$ cat src/rtl/proc_pkg.sv
// Shared definitions for the 9-bit processor instruction sequencer.
// Contents: opcode encodings, the immediate-class helper, and the sequencer state encoding.
package proc_pkg;

  // Opcode field is MemData[8:6].
  localparam logic [2:0] MV     = 3'b000;
  localparam logic [2:0] MVI    = 3'b001;
  localparam logic [2:0] ADD    = 3'b010;
  localparam logic [2:0] SUB    = 3'b011;
  localparam logic [2:0] ADDI   = 3'b100;
  localparam logic [2:0] MVIALL = 3'b101;
  localparam logic [2:0] ILL    = 3'b110;
  localparam logic [2:0] HALT   = 3'b111;

  // Instructions followed by an immediate word in the program.
  function automatic logic is_imm(input logic [2:0] op);
    return (op == MVI) || (op == ADDI) || (op == MVIALL);
  endfunction

  typedef enum logic [2:0] {
    IDLE,
    FETCH,
    ISSUE,
    EXEC,
    HALTED,
    ERROR
  } state_e;

endpackage

$ cat src/rtl/proc_seq.sv
// Instruction sequencer: fetches program words from an external synchronous ROM, drives the
// processor's DIN/Run, waits for Done, and skips immediate words of MVI/ADDI/MVIALL.
// Ports:
//   Clock, Reset       - clock and synchronous active-high reset
//   Start              - begin at address 0 (only from IDLE/HALTED/ERROR)
//   MemAddr / MemData  - registered ROM address / ROM read word
//   DIN, Run, Done     - processor data input, issue strobe, completion
//   ProcResetn         - registered active-low processor reset
//   Busy, Halted, Error, PC, InstrCount - status
module proc_seq
  import proc_pkg::*;
#(
  parameter int unsigned ADDR_W   = 5,
  parameter int unsigned WD_LIMIT = 3
) (
  input  logic              Clock,
  input  logic              Reset,
  input  logic              Start,
  output logic [ADDR_W-1:0] MemAddr,
  input  logic [8:0]        MemData,
  output logic [8:0]        DIN,
  output logic              Run,
  input  logic              Done,
  output logic              ProcResetn,
  output logic              Busy,
  output logic              Halted,
  output logic              Error,
  output logic [ADDR_W-1:0] PC,
  output logic [7:0]        InstrCount
);

  localparam int unsigned CntW = $clog2(WD_LIMIT + 1);
  localparam logic [ADDR_W-1:0] AddrOne = ADDR_W'(1);

  state_e            state_q, state_d;
  logic [ADDR_W-1:0] pc_q, pc_d;
  logic [ADDR_W-1:0] mem_addr_q, mem_addr_d;
  logic [2:0]        op_q, op_d;
  logic [CntW-1:0]   exec_cnt_q, exec_cnt_d;
  logic [7:0]        instr_cnt_q, instr_cnt_d;
  logic              proc_resetn_q, proc_resetn_d;
  logic              run;
  logic [2:0]        opcode;
  logic [ADDR_W-1:0] pc_next;

  assign opcode = MemData[8:6];

  always_comb begin
    state_d     = state_q;
    pc_d        = pc_q;
    mem_addr_d  = mem_addr_q;
    op_d        = op_q;
    exec_cnt_d  = exec_cnt_q;
    instr_cnt_d = instr_cnt_q;
    run         = 1'b0;
    pc_next     = pc_q;

    unique case (state_q)
      IDLE, HALTED, ERROR: begin
        if (Start) begin
          state_d     = FETCH;
          pc_d        = '0;
          mem_addr_d  = '0;
          instr_cnt_d = '0;
        end
      end
      // ROM latency cycle: MemAddr already points at PC.
      FETCH: state_d = ISSUE;
      ISSUE: begin
        if (opcode == HALT) begin
          state_d = HALTED;
        end else if (opcode == ILL) begin
          state_d = ERROR;
        end else begin
          // Processor sits in T0 and captures IR from DIN at this edge.
          run        = 1'b1;
          op_d       = opcode;
          pc_d       = pc_q + AddrOne;
          mem_addr_d = pc_q + AddrOne;
          exec_cnt_d = CntW'(1);
          state_d    = EXEC;
        end
      end
      EXEC: begin
        // MemAddr stays at the immediate word so DIN is stable for every EXEC cycle.
        if (Done) begin
          pc_next     = is_imm(op_q) ? pc_q + AddrOne : pc_q;
          pc_d        = pc_next;
          mem_addr_d  = pc_next;
          instr_cnt_d = (instr_cnt_q == 8'hff) ? instr_cnt_q : instr_cnt_q + 8'd1;
          state_d     = FETCH;
        end else if (exec_cnt_q == CntW'(WD_LIMIT)) begin
          state_d = ERROR;
        end else begin
          exec_cnt_d = exec_cnt_q + CntW'(1);
        end
      end
      default: state_d = IDLE;
    endcase

    // Keep the processor in reset for as long as the sequencer sits in ERROR.
    proc_resetn_d = (state_d != ERROR);
  end

  always_ff @(posedge Clock) begin
    if (Reset) begin
      state_q       <= IDLE;
      pc_q          <= '0;
      mem_addr_q    <= '0;
      op_q          <= MV;
      exec_cnt_q    <= '0;
      instr_cnt_q   <= '0;
      proc_resetn_q <= 1'b0;
    end else begin
      state_q       <= state_d;
      pc_q          <= pc_d;
      mem_addr_q    <= mem_addr_d;
      op_q          <= op_d;
      exec_cnt_q    <= exec_cnt_d;
      instr_cnt_q   <= instr_cnt_d;
      proc_resetn_q <= proc_resetn_d;
    end
  end

  assign MemAddr    = mem_addr_q;
  assign DIN        = MemData;
  assign Run        = run;
  assign ProcResetn = proc_resetn_q;
  assign Busy       = (state_q == FETCH) || (state_q == ISSUE) || (state_q == EXEC);
  assign Halted     = (state_q == HALTED);
  assign Error      = (state_q == ERROR);
  assign PC         = pc_q;
  assign InstrCount = instr_cnt_q;

endmodule

$ cat config.mk
export PLATFORM = sky130hd
export DESIGN_NAME = proc_seq
export DESIGN_NICKNAME = d
export VERILOG_FILES = /design/src/rtl/proc_pkg.sv /design/src/rtl/proc_seq.sv
export SDC_FILE = /design/constraint.sdc
export NUM_CORES = 1
export LEC_CHECK = 0
export BUFFER_PORTS_ARGS = -buffer_cell sky130_fd_sc_hd__buf_4
export CAP_MARGIN = 15
export CORE_AREA = 2 2 58 60
export DETAILED_ROUTE_END_ITERATION = 6
export DIE_AREA = 0 0 60 62
export MAX_ROUTING_LAYER = met4
export PLACE_DENSITY = 0.69
export SYNTH_ARGS = -nofsm -noshare
export SYNTH_HDL_FRONTEND = slang
export SYNTH_SLANG_ARGS = --single-unit
$ cat constraint.sdc
create_clock -name Clock -period 2.1 [get_ports Clock]
set_input_delay 0 -clock Clock [delete_from_list [all_inputs] [get_ports Clock]]
set_output_delay 0 -clock Clock [all_outputs]
set_load 0.02 [all_outputs]
==> qor.yml, run 1 <==
critPathMaxFanout: 14
io_pins: 45
cts_tree: "done"
grt-ovfl-total: 0
postLayoutCoreUtil: 0.501
ys_ff_latch: 22
min_period_over_period: 0.811
grt_pass1_vias: 1035
first_pass_iters: 4
crit_arrival_ns: 1.95
skew_ns: 0.0103
synth_area_per_cell_um2: 8.41
fill_cells: 299
grt_max_degree: 15
ir_drop_uv: 348
viasPerCell: 5.38
p_sw_frac: 0.275
hold_class: "input port to primary output"
gp_congestion: 0.834
initialDrtViolationCount: 30
coreArea_mm2: 0.00318
yosysMostFrequentCell: "dfxtp_1"
r2r_end: "InstrCount[7]$_SDFFE_PP0P_"
cts_root_buf: "clkbuf_4"
totalWireLength_um: 2950
yosys.area_share.adder: 0.0277
postCtsHoldBufs: 3
cts_buffer_depth: 2
min_path_cells: 0
rows: 21
min_period_ns: 1.70
max_freq_ghz: 0.587
grt_pass1_wl_um: 4640
dieWidth_um: 60
synthMuxAreaShare: 0.0296
status: "finished, final reports clean"
powerDensity_mw_per_mm2: 616
clock-sinks: 22
rsz0062_at_grt: "no"
syn_nets: 177
synth.cell_area_mm2: 0.00135
clkTransAtPathRegs_ns: 0.13
seqCellArea_um2: 440
fin_tns_setup_ns: 0
synth_edf_count: 0
clk_latency_ns: 0.32
yosys-top-cells-count: "22 x dfxtp_1, 16 x buf_4, 14 x nand2_1, 12 x nor2_1, 10 x a21oi_1"
drive_gt1_frac: 0.250
cts_made_buffers: 3
reg2reg_depth: 4
whs_endpoint: "DIN[1]"
synth_ff_type: "dfxtp_1"
antenna_left: 0
clockPowerShare: 0.337
synth_compound_gate_area_share: 0.250
reg2reg_from: "state_q[2]$_SDFF_PP0_"
slew_headroom: 0.645
syn_inst: 161
pwr-share-seq: 0.461
diodes: 0
area_growth_pct: 17.6
cts_htree_levels: 1
die_height_um: 62
antenna_found_initial: 0
hold_violations: 0
synth_seq_area_share: 0.325
port-buffer-count: 32
multi_input_area_um2: 741
start_util: 0.426
synth_area_leaders: "dfxtp_1 33%, buf_4 8.9%, nand2_1 3.9%"
cp-end-kind: "register"
cts_setup_buffers: 0
cp.required_ns: 2.35
dieArea_mm2: 0.00372
synthSimpleGateAreaFrac: 0.239
cellLeakagePower_nw: 0.613
cts_resized: 0
drc: 0
synth_top_family_by_area: "compound AO/OA/AOI/OAI gates"
grt_use_total: 0.167
yosysTopAreaCell: "dfxtp_1"
final_nets: 197
synth-async-reset-ratio: 0
worstMarginPinSlew_ns: 0.532
min_from: "MemData[1]"
start_kind: "register"
via_count: 1216
r2r_setup_slack_ns: 0.40
path_class: "register to register"
p_int_uw: 710
place_hpwl_um: 2180
p_switching_uw: 270
setup_viol: 0
synth.top_cell.area_share: 0.325
whs_ns: 0.0000436
synth_xor_xnor_area_share: 0
synth_cell_type_count: 48
slew_viol_final: 0
wl_per_cell_um: 13.1
power_frac_comb: 0.203
drv_cap: 0
synth_warnings: 0
worst max path at each step:
| stage | end | cells past startpoint | from | slack [ns] |
|---|---|---|---|---|
| final | InstrCount[7]$_SDFFE_PP0P_ | 4 | state_q[2]$_SDFF_PP0_ | 0.40 |
| after global routing | InstrCount[2]$_SDFFE_PP0P_ | 4 | state_q[2]$_SDFF_PP0_ | 0.25 |
| after CTS | MemAddr[4]$_SDFFE_PP0P_ | 4 | state_q[1]$_SDFF_PP0_ | 0.41 |
| after detailed placement | MemAddr[4]$_SDFFE_PP0P_ | 4 | state_q[1]$_SDFF_PP0_ | 0.44 |
| after global placement | InstrCount[7]$_SDFFE_PP0P_ | 4 | state_q[1]$_SDFF_PP0_ | 0.46 |
| after floorplan | InstrCount[2]$_SDFFE_PP0P_ | 5 | InstrCount[0]$_SDFFE_PP0P_ | 0.47 |
kinds of logic (layout without fill, tap and decap cells):
| logic type | Yosys count | in the layout |
|---|---|---|
| mux | 4 | 4 |
| compound gates | 46 | 46 |
| fa+ha+maj | 3 | 3 |
| flops | 22 | 22 |
| simple gates | 59 | 59 |
| buf+inv | 27 | 46 |
power by group through the flow:
stage          combinational [mW]  clock [mW]  sequential [mW]
2_1_floorplan               0.154           0            0.464
3_3_place_gp                0.190           0            0.460
3_5_place_dp                0.194           0            0.461
4_1_cts                     0.199       0.335            0.451
5_1_grt                     0.219       0.350            0.454
6_report                    0.199       0.330            0.451
sequential cells by signal, summed over array words and instances, names as in the netlist:
register	count
op_q	3
ProcResetn	1
InstrCount	8
MemAddr	5
exec_cnt_q	2
state_q	3
cells in the final DEF, fill, tap and decap left out, drive strengths merged, types with 2 or more instances in the layout:
cell,count
o21a,2
a21boi,2
o22a,3
a2111o,4
inv,6
nand2,14
nor3,7
a211oi,3
nor3b,2
a22oi,2
dlygate4sd3,3
nand2b,6
o2111ai,2
nor2,12
dfxtp,22
ha,3
o21ai,8
nand3,9
buf,33
clkbuf,3
a21oi,11
mux2i,4
critical path, stage by stage (launching register included):
cell and delay, ns:
dfxtp_1 0.56, nand2b_4 0.23, nand2_1 0.27, a211oi_1 0.36
mux2i_1 0.21
layer usage:
metal  track usage  vias to the layer above  wire (um)
met5             -                        -          0
met4        0.0508                        0         42
met3        0.0269                        6        138
met2         0.270                       39       1340
met1         0.214                      549       1430
li1              -                      622          -
layout make-up:
| class | count | area share |
|---|---|---|
| multi-input combinational | 112 | 0.465 |
| sequential | 22 | 0.277 |
| timing repair buffer | 36 | 0.175 |
| tap | 46 | 0.0362 |
| clock inverter | 1 | 0.0189 |
| clock buffer | 3 | 0.0142 |
| inverter | 6 | 0.0142 |
metrics by stage:
step	setup slack (ns)	instance area (um^2)	power [mW]	std cells
after floorplan	0.471	1350	0.619	161
after global placement	0.456	1510	0.649	219
after detailed placement	0.438	1510	0.655	219
after CTS	0.407	1590	0.986	226
after global routing	0.255	1590	1.02	226
final	0.398	1590	0.980	226
(Power assumes the default switching activity.)
==> run 2: changes to the inputs <==
==> constraint.sdc (replaced) <==
create_clock -name Clock -period 1.7 [get_ports Clock]
set_input_delay 0 -clock Clock [delete_from_list [all_inputs] [get_ports Clock]]
set_output_delay 0 -clock Clock [all_outputs]
set_load 0.02 [all_outputs]
==> qor.yml, run 2 (synthesis gave the netlist of run 1 again) <==
status: "finished, final reports clean"
gp_congestion: 0.846
critPathMaxFanout: 9
cp.required_ns: 1.70
top_usage_layer: "met2"
hold_class: "input port to primary output"
dieWidth_um: 60
crit_path_frequent_cell: "buf_4"
drv_cap: 0
powerDensity_mw_per_mm2: 684
path_class: "register to primary output"
wl_per_cell_um: 13.6
cts_root_buf: "clkbuf_4"
initialDrtViolationCount: 53
slew_headroom: 0.766
cts_htree_levels: 1
clock-sinks: 22
slew_viol_final: 0
start_util: 0.426
coreArea_mm2: 0.00318
use_met2: 0.297
final_common_cell: "buf_4"
hold_violations: 0
crit_arrival_ns: 1.63
min_period_ns: 1.63
crit_slowest_cell: "or3b_4"
first_pass_iters: 4
grt_pass1_wl_um: 4770
skew_ns: 0.00635
clk_latency_ns: 0.31
min_from: "MemData[1]"
r2r_end: "InstrCount[2]$_SDFFE_PP0P_"
max_freq_ghz: 0.614
dp.cells: 224
min_path_cells: 0
cts_buffer_depth: 2
worstMarginPinSlew_ns: 0.352
critPathBufInv: 2
drive_gt1_frac: 0.315
multi_input_area_um2: 773
path_cells: "buf_4 -> or3b_4 -> a21oi_4 -> buf_4"
cpPeakStageDelay_ns: 0.40
use_met1: 0.211
grt_pass1_vias: 1043
ir_drop_uv: 342
grt_max_degree: 14
cellLeakagePower_nw: 0.629
critPathTopFamily: "simple AND/OR/NAND/NOR gates"
antenna_found_initial: 0
rows: 21
viasPerCell: 5.41
cts_setup_buffers: 0
clkTransAtPathRegs_ns: 0.13
start_kind: "register"
min_period_over_period: 0.958
port-buffer-count: 32
rsz0062_at_grt: "no"
drc: 0
place_hpwl_um: 2360
largest_reg_flops: 8
totalWireLength_um: 3140
whs_endpoint: "DIN[1]"
die_height_um: 62
cts_tree: "done"
via_count: 1244
final_cell_mix: "38 x buf_4, 19 x dfxtp_1, 13 x nand2_1"
io_pins: 45
r2r_setup_slack_ns: 0.09
reg2reg_depth: 5
area_growth_pct: 21.1
cp-end-kind: "primary output"
met3_usage: 0.0248
fill_cells: 309
reg2reg_from: "InstrCount[0]$_SDFFE_PP0P_"
cts_made_buffers: 3
setup_viol: 0
antenna_left: 0
grt_use_total: 0.174
seqCellArea_um2: 444
instances_no_fill: 230
dieArea_mm2: 0.00372
final_nets: 201
diodes: 0
fin_tns_setup_ns: 0
grt-ovfl-total: 0
-- run 2: worst max path at each step --
| stage | start | endpoint | cells past startpoint |
|---|---|---|---|
| CTS | state_q[0]$_SDFF_PP0_ | Run | 4 |
| detailed placement | state_q[1]$_SDFF_PP0_ | InstrCount[7]$_SDFFE_PP0P_ | 4 |
| floorplan | InstrCount[0]$_SDFFE_PP0P_ | InstrCount[2]$_SDFFE_PP0P_ | 5 |
| global route | InstrCount[0]$_SDFFE_PP0P_ | InstrCount[2]$_SDFFE_PP0P_ | 5 |
| finish | state_q[0]$_SDFF_PP0_ | Run | 4 |
| global placement | InstrCount[0]$_SDFFE_PP0P_ | InstrCount[2]$_SDFFE_PP0P_ | 5 |
-- run 2: metal layers --
metal  part of all wire  up-vias
met3              0.058        6
met2               0.49       51
met4              0.011        0
li1                   -      626
met5                  0        -
met1               0.44      561
-- run 2: through the flow --
step / total power [mW] / util / hold slack, ns / area [um^2] / setup slack (ns)
finish: 1.12 / 0.516 / 0.0000436 / 1640 / 0.0715
global route: 1.17 / 0.516 / 0.000111 / 1640 / 0.00391
CTS: 1.12 / 0.504 / 0.000137 / 1600 / 0.0292
detailed placement: 0.824 / 0.486 / 0.000137 / 1550 / 0.0819
global placement: 0.815 / 0.486 / 0.000137 / 1550 / 0.107
floorplan: 0.764 / - / 0.0879 / 1350 / 0.0708
-- run 2: area by class of cell --
| type | count | share of cell area |
|---|---|---|
| Tap cell | 46 | 0.0351 |
| Inverter | 6 | 0.0137 |
| Timing Repair Buffer | 40 | 0.186 |
| Clock buffer | 4 | 0.0221 |
| Sequential cell | 22 | 0.271 |
| Multi-Input combinational cell | 112 | 0.472 |
-- run 2: timing repair --
action | 4_1_cts | 5_1_grt
setup endpoints to repair | 0 | 10
hold endpoints to repair | 9 | 0
resized for setup | 0 | 11
hold buffers | 2 | 0
-- run 2: power by group --
part	total (mW)	internal, mW	switching, mW	leakage [nW]
clock	0.295	0.131	0.164	0.0210
combinational	0.266	0.115	0.151	0.428
sequential	0.561	0.537	0.0237	0.180
total	1.12	0.783	0.338	0.629
==> run 3: changes to the inputs <==
--- a/config.mk
+++ b/config.mk
@@ -5,13 +5,16 @@
 export SDC_FILE = /design/constraint.sdc
 export NUM_CORES = 1
 export LEC_CHECK = 0
+export ABC_AREA = 1
+export ABC_CLOCK_PERIOD_IN_PS = 1700
 export BUFFER_PORTS_ARGS = -buffer_cell sky130_fd_sc_hd__buf_4
 export CAP_MARGIN = 15
-export CORE_AREA = 2 2 58 60
+export CORE_AREA = 2 2 60 62
+export CTS_CLUSTER_SIZE = 20
 export DETAILED_ROUTE_END_ITERATION = 6
-export DIE_AREA = 0 0 60 62
+export DIE_AREA = 0 0 62 64
 export MAX_ROUTING_LAYER = met4
-export PLACE_DENSITY = 0.69
+export PLACE_DENSITY = 0.68
 export SYNTH_ARGS = -nofsm -noshare
 export SYNTH_HDL_FRONTEND = slang
 export SYNTH_SLANG_ARGS = --single-unit
==> qor.yml, run 3 <==
status: "finished, final reports clean"
synthSimpleGateAreaFrac: 0.393
yosys.area_share.adder: 0.0261
reg2reg_depth: 9
yosysMostFrequentCell: "nand2_1"
crit_arrival_ns: 1.70
gp_congestion: 0.799
grt_pass1_wl_um: 5170
path_class: "register to register"
antenna_found_initial: 0
yosysTopAreaCell: "dfxtp_1"
synth_compound_gate_area_share: 0.0974
rows: 21
hold_violations: 0
final_common_cell: "nand2_1"
max_freq_ghz: 0.686
skew_ns: 0.00328
min_period_over_period: 0.858
dieArea_mm2: 0.00397
initialDrtViolationCount: 54
ys_ff_latch: 22
synth_warnings: 0
syn_nets: 242
synth-async-reset-ratio: 0
cts_htree_levels: 1
port-buffer-count: 32
yosys-top-cells-count: "56 x nand2_1, 29 x nor2_1, 22 x dfxtp_1, 22 x inv_1, 22 x nand3_1"
syn_inst: 226
start_kind: "register"
largest_reg_flops: 8
clock-sinks: 22
cts_setup_buffers: 0
p_switching_uw: 538
slew_headroom: 0.817
r2r_end: "MemAddr[1]$_SDFFE_PP0P_"
via_count: 1416
synth_area_per_cell_um2: 6.37
synthMuxAreaShare: 0
power_frac_comb: 0.369
clockPowerShare: 0.200
synth.cell_area_mm2: 0.00144
grt-ovfl-total: 0
rsz0062_at_grt: "no"
synth_top_family_by_area: "simple AND/OR/NAND/NOR gates"
synth.top_cell.area_share: 0.306
synth_xor_xnor_area_share: 0.00609
die_height_um: 64
final_cell_mix: "56 x nand2_1, 33 x buf_4, 29 x nor2_1"
hold_class: "input port to primary output"
diodes: 0
cts_root_buf: "clkbuf_4"
totalWireLength_um: 3040
grt_use_total: 0.170
r2r_setup_slack_ns: 0.24
drc: 0
grt_max_degree: 14
powerDensity_mw_per_mm2: 847
whs_endpoint: "DIN[4]"
p_int_uw: 883
coreArea_mm2: 0.00328
drv_cap: 0
slew_viol_final: 0
grt_pass1_vias: 1244
first_pass_iters: 4
wl_per_cell_um: 10.4
cellLeakagePower_nw: 0.749
synth_area_leaders: "dfxtp_1 31%, nand2_1 15%, buf_4 8.3%"
synth_cell_type_count: 25
critPathMaxFanout: 12
final_nets: 265
cts_buffer_depth: 2
synth_edf_count: 0
ir_drop_uv: 404
worstMarginPinSlew_ns: 0.271
start_util: 0.438
cts_made_buffers: 3
min_from: "MemData[4]"
pwr-share-seq: 0.432
setup_viol: 0
p_sw_frac: 0.379
fin_tns_setup_ns: 0
place_hpwl_um: 2300
min_path_cells: 0
clkTransAtPathRegs_ns: 0.12
cp-end-kind: "register"
cts_tree: "done"
startpoint: "state_q[2]$_SDFF_PP0_"
antenna_left: 0
clk_latency_ns: 0.30
drive_gt1_frac: 0.234
viasPerCell: 4.82
synth_seq_area_share: 0.306
synth_ff_type: "dfxtp_1"
pre_cts_slack_ns: 0.161
min_period_ns: 1.46
fin_ws_ns: 0.242
io_pins: 45
area_growth_pct: 16.6
reg2reg_from: "state_q[2]$_SDFF_PP0_"
dieWidth_um: 62
cp.required_ns: 1.94
## run 3: cell types whose count changed in the layout (fill, tap and decap cells not counted), sizes merged, moves of 5 or more
cell	delta
a21oi	+6
buf	-5
inv	+23
nand2	+49
nand2b	-6
nand3	+14
nor2	+20
## run 3: worst max path at each step
stage                     slack [ns]                         end
after floorplan                 0.26  InstrCount[1]$_SDFFE_PP0P_
after global placement          0.17     MemAddr[1]$_SDFFE_PP0P_
after detailed placement        0.16     MemAddr[1]$_SDFFE_PP0P_
after CTS                       0.13     MemAddr[1]$_SDFFE_PP0P_
after global routing            0.05     MemAddr[1]$_SDFFE_PP0P_
final                           0.24     MemAddr[1]$_SDFFE_PP0P_
## run 3: cell type report
type,instances,area (um^2)
fillers,350,1610
well taps,46,57.6
flip-flops and latches,22,443
repair buffers,36,278
inverters,29,111
multi-input cells,157,752
clock buffers,4,36.3
## run 3: what timing repair did
item	CTS	global route
resized for setup	0	2
hold buffers	3	0
endpoints found under the setup margin	0	3
hold endpoints to repair	13	0
## run 3: power by group through the flow
stage          logic, mW  clock network (mW)  registers [mW]
3_5_place_dp       0.522                   0           0.623
2_1_floorplan      0.403                   0           0.627
5_1_grt            0.603               0.310           0.624
4_1_cts            0.529               0.296           0.611
3_3_place_gp       0.517                   0           0.622
6_report           0.524               0.284           0.614
## run 3: routing by layer
| layer | global-route usage | vias up | wire [um] |
|---|---|---|---|
| met1 | 0.226 | 619 | 1430 |
| met3 | 0.0182 | 2 | 151 |
| li1 | - | 758 | - |
| met5 | - | - | 0 |
| met2 | 0.272 | 37 | 1440 |
| met4 | 0.0399 | 0 | 18 |
## run 3: cell families after synthesis
logic type | Yosys count
and+or+nand+nor | 127
DFF | 22
adders and majority gates | 3
xor gates and xnor gates | 1
AOI/OAI and AO/OA | 26
buffers and inverters | 47
## run 3: worst max-delay path: stages, from the launching register on
cell and delay (ns):
dfxtp_1 0.41, inv_4 0.12, nand3_2 0.24, nand3_1 0.18, nand2_1 0.08, inv_2 0.05
nand2_1 0.12, nand2_1 0.09, nand2_1 0.04, nor2_1 0.08
## run 3: per-stage QoR
step	power (mW)	instances	hold slack [ns]	util	cell area, um^2
2_1_floorplan	1.03	226	0.0691	-	1440
3_3_place_gp	1.14	287	0.000137	0.490	1610
3_5_place_dp	1.15	287	0.000137	0.490	1610
4_1_cts	1.44	294	0.000137	0.510	1680
5_1_grt	1.54	294	0.0000356	0.511	1680
6_report	1.42	294	0.00000881	0.511	1680
